==> src/rtl/hc05_at_responder.sv <==
// hc05_at_responder: far-end HC-05 model. An 8N1 UART receiver feeds either an
// AT-command line collector (replies "OK\r\n" / "ERROR\r\n") or a transparent
// echo path, and an 8N1 UART transmitter sends the result back on txd.
module hc05_at_responder #(
    parameter int CLK_FREQ = 50000000,
    parameter int BAUD     = 9600,
    parameter int MAX_LINE = 32
) (
    input  logic       clk,
    input  logic       reset_n,
    input  logic       rxd,
    output logic       txd,
    input  logic       at_mode,
    output logic       busy,
    output logic       frame_err,
    output logic [7:0] cmd_count,
    output logic [7:0] err_count
);
    localparam int DIV = CLK_FREQ / BAUD;
    localparam int CW  = (DIV > 2) ? $clog2(DIV) : 2;
    localparam int LW  = $clog2(MAX_LINE + 1);

    // Countdown reloads: first sample lands DIV/2 after the synchronized edge,
    // later samples every DIV cycles.
    localparam logic [CW-1:0] HALF_LOAD = CW'(DIV / 2 - 2);
    localparam logic [CW-1:0] BIT_LOAD  = CW'(DIV - 1);
    localparam logic [LW-1:0] LINE_MAX  = LW'(MAX_LINE);

    typedef enum logic {RX_IDLE, RX_BUSY} rx_state_t;
    typedef enum logic [1:0] {IDLE, COLLECT, RESPOND, ECHO} state_t;

    // ------------------------------------------------------------------
    // RX path
    // ------------------------------------------------------------------
    logic            rxd_meta, rxd_sync, rxd_q;
    rx_state_t       rx_state;
    logic [CW-1:0]   rx_cnt;
    logic [3:0]      rx_bit;
    logic [7:0]      rx_shift;
    logic            rx_valid;

    // Two-flop synchronizer plus one delayed copy for falling-edge detection.
    always_ff @(posedge clk or negedge reset_n) begin
        if (!reset_n) begin
            rxd_meta <= 1'b1;
            rxd_sync <= 1'b1;
            rxd_q    <= 1'b1;
        end else begin
            rxd_meta <= rxd;
            rxd_sync <= rxd_meta;
            rxd_q    <= rxd_sync;
        end
    end

    // Frame receiver: bit 0 is the start bit, 1..8 data LSB first, 9 the stop bit.
    always_ff @(posedge clk or negedge reset_n) begin
        if (!reset_n) begin
            rx_state  <= RX_IDLE;
            rx_cnt    <= '0;
            rx_bit    <= '0;
            rx_shift  <= '0;
            rx_valid  <= 1'b0;
            frame_err <= 1'b0;
        end else begin
            rx_valid  <= 1'b0;
            frame_err <= 1'b0;
            case (rx_state)
                RX_IDLE: begin
                    if (rxd_q && !rxd_sync) begin
                        rx_state <= RX_BUSY;
                        rx_cnt   <= HALF_LOAD;
                        rx_bit   <= '0;
                    end
                end
                RX_BUSY: begin
                    if (rx_cnt != '0) begin
                        rx_cnt <= rx_cnt - 1'b1;
                    end else begin
                        rx_cnt <= BIT_LOAD;
                        rx_bit <= rx_bit + 4'd1;
                        if (rx_bit == 4'd0) begin
                            // High at mid-start means a glitch, not a frame.
                            if (rxd_sync) rx_state <= RX_IDLE;
                        end else if (rx_bit == 4'd9) begin
                            rx_state <= RX_IDLE;
                            if (rxd_sync) rx_valid  <= 1'b1;
                            else          frame_err <= 1'b1;
                        end else begin
                            rx_shift <= {rxd_sync, rx_shift[7:1]};
                        end
                    end
                end
                default: rx_state <= RX_IDLE;
            endcase
        end
    end

    // ------------------------------------------------------------------
    // TX path
    // ------------------------------------------------------------------
    logic            tx_busy;
    logic [CW-1:0]   tx_cnt;
    logic [3:0]      tx_left;
    logic [8:0]      tx_shift;
    logic            tx_load;
    logic [7:0]      tx_byte;
    logic            tx_last;
    logic            tx_ready;

    // tx_last marks the final cycle of a stop bit; loading then keeps bytes
    // back-to-back with no idle time between them.
    assign tx_last  = tx_busy && (tx_cnt == '0) && (tx_left == 4'd0);
    assign tx_ready = !tx_busy || tx_last;

    // Shifter: start bit on load, then 8 data bits and the stop bit, DIV cycles each.
    always_ff @(posedge clk or negedge reset_n) begin
        if (!reset_n) begin
            txd      <= 1'b1;
            tx_busy  <= 1'b0;
            tx_cnt   <= '0;
            tx_left  <= '0;
            tx_shift <= '1;
        end else if (tx_load) begin
            txd      <= 1'b0;
            tx_busy  <= 1'b1;
            tx_shift <= {1'b1, tx_byte};
            tx_left  <= 4'd9;
            tx_cnt   <= BIT_LOAD;
        end else if (tx_busy) begin
            if (tx_cnt != '0) begin
                tx_cnt <= tx_cnt - 1'b1;
            end else if (tx_left != 4'd0) begin
                txd      <= tx_shift[0];
                tx_shift <= {1'b1, tx_shift[8:1]};
                tx_left  <= tx_left - 4'd1;
                tx_cnt   <= BIT_LOAD;
            end else begin
                tx_busy <= 1'b0;
            end
        end
    end

    // ------------------------------------------------------------------
    // Control FSM
    // ------------------------------------------------------------------
    state_t          state, state_n;
    logic            mode_q, mode_n, mode_eff;
    logic [LW-1:0]   line_len, len_n;
    logic            ovf, ovf_n;
    logic [7:0]      pre0, pre0_n, pre1, pre1_n;
    logic            reply_err, reply_err_n;
    logic [2:0]      rom_idx, rom_idx_n;
    logic [2:0]      reply_len;
    logic [7:0]      echo_data, echo_data_n, hold_data, hold_data_n;
    logic            echo_full, echo_full_n, hold_full, hold_full_n;
    logic [7:0]      cmd_n, err_n;
    logic            line_byte;

    // Reply ROM; only the first two characters of a line decide the reply,
    // so the line store keeps just that prefix plus a length counter.
    function automatic logic [7:0] reply_char(input logic err, input logic [2:0] idx);
        logic [7:0] c;
        c = 8'h00;
        if (err) begin
            case (idx)
                3'd0: c = 8'h45;
                3'd1: c = 8'h52;
                3'd2: c = 8'h52;
                3'd3: c = 8'h4F;
                3'd4: c = 8'h52;
                3'd5: c = 8'h0D;
                3'd6: c = 8'h0A;
                default: c = 8'h00;
            endcase
        end else begin
            case (idx)
                3'd0: c = 8'h4F;
                3'd1: c = 8'h4B;
                3'd2: c = 8'h0D;
                3'd3: c = 8'h0A;
                default: c = 8'h00;
            endcase
        end
        return c;
    endfunction

    assign reply_len = reply_err ? 3'd7 : 3'd4;
    // at_mode is only followed while the link is fully quiet.
    assign mode_eff  = tx_busy ? mode_q : at_mode;
    assign busy      = (state == RESPOND) || (state == ECHO) || tx_busy;

    // Next-state, TX request and line/echo bookkeeping.
    always_comb begin
        state_n     = state;
        mode_n      = mode_q;
        len_n       = line_len;
        ovf_n       = ovf;
        pre0_n      = pre0;
        pre1_n      = pre1;
        reply_err_n = reply_err;
        rom_idx_n   = rom_idx;
        echo_data_n = echo_data;
        echo_full_n = echo_full;
        hold_data_n = hold_data;
        hold_full_n = hold_full;
        cmd_n       = cmd_count;
        err_n       = err_count;
        tx_load     = 1'b0;
        tx_byte     = 8'h00;
        line_byte   = 1'b0;

        case (state)
            IDLE: begin
                mode_n = mode_eff;
                if (rx_valid) begin
                    if (mode_eff) begin
                        line_byte = 1'b1;
                        state_n   = COLLECT;
                    end else begin
                        echo_data_n = rx_shift;
                        echo_full_n = 1'b1;
                        state_n     = ECHO;
                    end
                end
            end
            COLLECT: line_byte = rx_valid;
            RESPOND: begin
                if (rom_idx < reply_len) begin
                    if (tx_ready) begin
                        tx_load   = 1'b1;
                        tx_byte   = reply_char(reply_err, rom_idx);
                        rom_idx_n = rom_idx + 3'd1;
                    end
                end else if (tx_last) begin
                    state_n = IDLE;
                end
            end
            ECHO: begin
                if (echo_full && tx_ready) begin
                    tx_load     = 1'b1;
                    tx_byte     = echo_data;
                    echo_data_n = hold_data;
                    echo_full_n = hold_full;
                    hold_full_n = 1'b0;
                end
                if (rx_valid) begin
                    if (!echo_full_n) begin
                        echo_data_n = rx_shift;
                        echo_full_n = 1'b1;
                    end else if (!hold_full_n) begin
                        hold_data_n = rx_shift;
                        hold_full_n = 1'b1;
                    end
                end
                if (!echo_full_n && !hold_full_n) state_n = IDLE;
            end
            default: state_n = IDLE;
        endcase

        // Line handling shared by the first byte (from IDLE) and the rest.
        if (line_byte) begin
            if (rx_shift == 8'h0A) begin
                if ((line_len == '0) && !ovf) begin
                    state_n = IDLE;
                end else begin
                    state_n   = RESPOND;
                    rom_idx_n = 3'd0;
                    if (!ovf && (line_len >= LW'(2)) && (pre0 == 8'h41) && (pre1 == 8'h54)) begin
                        reply_err_n = 1'b0;
                        if (cmd_count != 8'hFF) cmd_n = cmd_count + 8'd1;
                    end else begin
                        reply_err_n = 1'b1;
                        if (err_count != 8'hFF) err_n = err_count + 8'd1;
                    end
                end
                len_n  = '0;
                ovf_n  = 1'b0;
                pre0_n = 8'h00;
                pre1_n = 8'h00;
            end else if (rx_shift != 8'h0D) begin
                if (line_len < LINE_MAX) begin
                    if (line_len == LW'(0)) pre0_n = rx_shift;
                    if (line_len == LW'(1)) pre1_n = rx_shift;
                    len_n = line_len + LW'(1);
                end else begin
                    ovf_n = 1'b1;
                end
            end
        end
    end

    // FSM and datapath registers.
    always_ff @(posedge clk or negedge reset_n) begin
        if (!reset_n) begin
            state     <= IDLE;
            mode_q    <= 1'b1;
            line_len  <= '0;
            ovf       <= 1'b0;
            pre0      <= 8'h00;
            pre1      <= 8'h00;
            reply_err <= 1'b0;
            rom_idx   <= 3'd0;
            echo_data <= 8'h00;
            echo_full <= 1'b0;
            hold_data <= 8'h00;
            hold_full <= 1'b0;
            cmd_count <= 8'h00;
            err_count <= 8'h00;
        end else begin
            state     <= state_n;
            mode_q    <= mode_n;
            line_len  <= len_n;
            ovf       <= ovf_n;
            pre0      <= pre0_n;
            pre1      <= pre1_n;
            reply_err <= reply_err_n;
            rom_idx   <= rom_idx_n;
            echo_data <= echo_data_n;
            echo_full <= echo_full_n;
            hold_data <= hold_data_n;
            hold_full <= hold_full_n;
            cmd_count <= cmd_n;
            err_count <= err_n;
        end
    end

endmodule

==> config.mk <==
export PLATFORM = sky130hd
export DESIGN_NAME = hc05_at_responder
export DESIGN_NICKNAME = d
export VERILOG_FILES = /design/src/rtl/hc05_at_responder.sv
export SDC_FILE = /design/constraint.sdc
export NUM_CORES = 1
export LEC_CHECK = 0
export ABC_CLOCK_PERIOD_IN_PS = 2350
export BUFFER_PORTS_ARGS = -buffer_cell sky130_fd_sc_hd__buf_2
export CAP_MARGIN = 20
export CORE_UTILIZATION = 50
export CTS_BUF_LIST = sky130_fd_sc_hd__clkbuf_4
export DETAILED_ROUTE_END_ITERATION = 8
export PLACE_DENSITY = 0.79
export SYNTH_ARGS = -nofsm -noshare
export SYNTH_HDL_FRONTEND = slang
export SYNTH_SLANG_ARGS = --single-unit
==> constraint.sdc <==
create_clock -name clk -period 2.35 [get_ports clk]
set_input_delay 0.235 -clock clk [delete_from_list [all_inputs] [get_ports clk]]
set_output_delay 0.235 -clock clk [all_outputs]
set_load 0.03 [all_outputs]
==> results.sh <==
export IMPL_run_status="finished with violations"
export IMPL_violations="design-rule violations, negative setup slack"
export IMPL_grtUsageTotal_pct=24.3
export IMPL_rows=39
export IMPL_post_dp_cell_area_um2=6960
export IMPL_drt_pass1_iterations=7
export IMPL_first_global_vias=5223
export IMPL_initial_antenna_violation_count=0
export IMPL_detailed_place_hpwl_mm=10.1
export IMPL_finClkSkew_ps=18.9
export IMPL_crit_path_max_fanout=8
export IMPL_filler_cell_count=907
export IMPL_cts_buffers=17
export IMPL_insertion_delay_ps=550
export IMPL_largest_net_degree_at_the_start_of_global_routing=48
export IMPL_drt_initial_drc_count=303
export IMPL_ir_drop_mv=0.619
export IMPL_cap_viol_max_count=0
export IMPL_die_height_um=112
export IMPL_setup_viol_count_final=40
export IMPL_slew_limit_headroom_pct=61.1
export IMPL_tritoncts="built"
export IMPL_setup_repair_after_global_routing_missed_its_margin="yes"
export IMPL_syn_avg_cell_area_um2=10.3
export IMPL_criticalPathCategory="reg -> reg"
export IMPL_cts_root_buffer_cell="sky130_fd_sc_hd__clkbuf_4"
export IMPL_worst_hold_path_class="in -> async"
export IMPL_timing_final_ws_setup_ps=-229
export IMPL_cts_htree_levels=4
export IMPL_netlist_area_um2=6060
export IMPL_place_detailed_instances=812
export IMPL_worstSetupStartpointType="flop"
export IMPL_tns_ps=-4910
export IMPL_critPathRequiredTime_ps=2820
export IMPL_finalMaxSlewViolations=0
export IMPL_clock_edge_transition_at_the_registers_on_the_reported_setup_and_hold_paths_ps=120
export IMPL_placement_io_buffers=22
export IMPL_nNetsFinal=729
export IMPL_synth_ff_latch_count=122
export IMPL_synth_edf_count=0
export IMPL_synth_cell_types=63
export IMPL_fin_cells=862
export IMPL_detailroute_via_count=5020
export IMPL_coreArea_um2=11600
export IMPL_gp_congestion=0.843
export IMPL_postRouteWirelength_mm=14.1
export IMPL_period_minus_slack_ps=2580
export IMPL_setup_worst_path_end_class="flop"
export IMPL_final_period_utilization_pct=110
export IMPL_synthToLayoutAreaGrowth_pct=23.9
export IMPL_post_route_cells_drive_above_1_share_pct=33.1
export IMPL_clk_path_buf_depth=2
export IMPL_fmax_ghz=0.388
export IMPL_antenna_violating_nets_post_route=0
export IMPL_worst_endpoint_arrival_ps=3050
export IMPL_die_width_um=112
export IMPL_powerDensity_nw_per_um2=609
export IMPL_leakagePower_nw=3.50
export IMPL_numClockSinks=122
export IMPL_grt_first_pass_wirelength_mm=24.2
export IMPL_mappedNetlistNets=609
export IMPL_remaining_design_rule_violation_count=2
export IMPL_viasPerCell=5.82
export IMPL_post_drt_wl_per_cell_um=16.4
export IMPL_tightestPinTransition_ps=583
export IMPL_num_antenna_cells=0
export IMPL_initial_core_utilization_pct=52.2
export IMPL_post_synth_inst_count=586
export IMPL_grt_overflow=0
export IMPL_io_pins=23
export IMPL_synth_sequential_area_ratio_pct=50.7
export IMPL_dominantRegCellSynth="sky130_fd_sc_hd__dfrtp_1"
export IMPL_postSynth_asyncResetShare_pct=100
export IMPL_synthesis_yosys_warnings=0
export IMPL_floorplan_die_area_um2=12600
export IMPL_postLayoutCellArea_um2=7500
export IMPL_report_final_hold_viol_count=0
export IMPL_holdWs_ps=182
==> registers in the layout (all words and copies together), names as in the netlist, 8 cells and up <==
signal     cells
cmd_count      8
echo_data      8
err_count      8
hold_data      8
pre0           8
pre1           8
rx_cnt        13
rx_shift       8
tx_cnt        13
tx_shift       8
==> final cells by class <==
type	instances	area, um^2	share of cell area (%)
Clock buffer	17	128	1.70
Clock inverter	15	106	1.42
Inverter	21	78.8	1.05
Multi-Input combinational cell	426	3040	40.5
Sequential cell	122	3070	40.9
Tap cell	143	179	2.38
Timing Repair Buffer	118	901	12.0
==> worst max-delay path, stage by stage, from the launching register on <==
cell	delay, ps
sky130_fd_sc_hd__dfrtp_1	400
sky130_fd_sc_hd__or4_1	600
sky130_fd_sc_hd__or4_4	570
sky130_fd_sc_hd__and2_4	190
sky130_fd_sc_hd__buf_12	130
sky130_fd_sc_hd__o31ai_4	230
sky130_fd_sc_hd__buf_6	170
sky130_fd_sc_hd__o32ai_1	100
sky130_fd_sc_hd__nor2_1	110
==> synthesized netlist by cell type, drive strengths merged, types with 8 or more instances <==
cell type	n	area (um^2)
dfrtp	109	2730
nor2	62	235
nand2	53	199
mux2	36	405
o21ai	34	174
a21oi	27	139
xnor2	23	201
inv	21	78.8
ha	19	238
nor3	16	80.1
dfstp	13	342
nand3	13	65.1
nand4	12	75.1
a31oi	11	68.8
clkbuf	10	37.5
and3	9	56.3
nand2b	9	56.3
xor2	9	78.8
o31ai	8	73.8
==> worst paths after layout <==
path | startpoint | to | slack (ps) | cells past startpoint
max | tx_cnt[3] | echo_data[3] | -230 | 8
min reg2reg | rxd_meta | rxd_sync | 360 | 0
min | reset_n | line_len[1] | 180 | 2
max reg2reg | tx_cnt[3] | echo_data[3] | -230 | 8
max in group asynchronous | reset_n | tx_shift[4] | 1340 | 3
min in group clk | rxd | rxd_meta | 330 | 2
==> through the flow <==
step	utilization [%]	setup WS (ps)	total power, mW
after floorplan	-	-161	2.89
after global placement	59.9	-153	3.19
final	64.6	-229	4.57
after global routing	64.6	-281	4.83
after detailed placement	59.9	-174	3.25
after CTS	63.3	-193	4.53
==> layer usage <==
layer	share of wire, %	routed length, um	GRT usage, %
met5	0	0	0
met4	2.0	280	9.24
met3	4.1	581	5.72
met2	52	7320	41.9
met1	42	5970	29.8
==> cell usage in the layout, fill, tap and decap left out, types with 17 or more instances in the layout <==
cell	n
sky130_fd_sc_hd__nor2_1	60
sky130_fd_sc_hd__clkbuf_4	17
sky130_fd_sc_hd__buf_2	21
sky130_fd_sc_hd__mux2_2	29
sky130_fd_sc_hd__a21oi_1	26
sky130_fd_sc_hd__nand2_1	51
sky130_fd_sc_hd__buf_4	85
sky130_fd_sc_hd__dfrtp_1	109
sky130_fd_sc_hd__xnor2_1	23
sky130_fd_sc_hd__inv_1	19
sky130_fd_sc_hd__ha_1	17
sky130_fd_sc_hd__o21ai_0	23
==> cells by family (layout without fill, tap and decap cells) <==
family          after synthesis  in the layout  share of synthesized area [%]
flops                       122            122                           50.7
simple gates                218            218                           18.0
mux                          42             42                           7.68
xor+xnor                     32             32                           4.63
compound gates              115            115                           12.5
buf+inv                      38            171                           2.60
fa+ha+maj                    19             19                           3.92
==> where the power goes <==
part / total [mW] / internal [mW] / switching, mW
clock network: 1.24 / 0.408 / 0.834
logic: 0.881 / 0.452 / 0.429
registers: 2.45 / 2.29 / 0.155
==> repair_timing <==
action | CTS | global route
gates resized for setup | 16 | 24
setup endpoints to repair | 56 | 81
pin swaps | 8 | 13
buffers inserted | 8 | 8
hold buffers | 3 | 0
endpoints found under the hold margin | 41 | 0
Note: power is estimated with default switching activity, not from simulation.
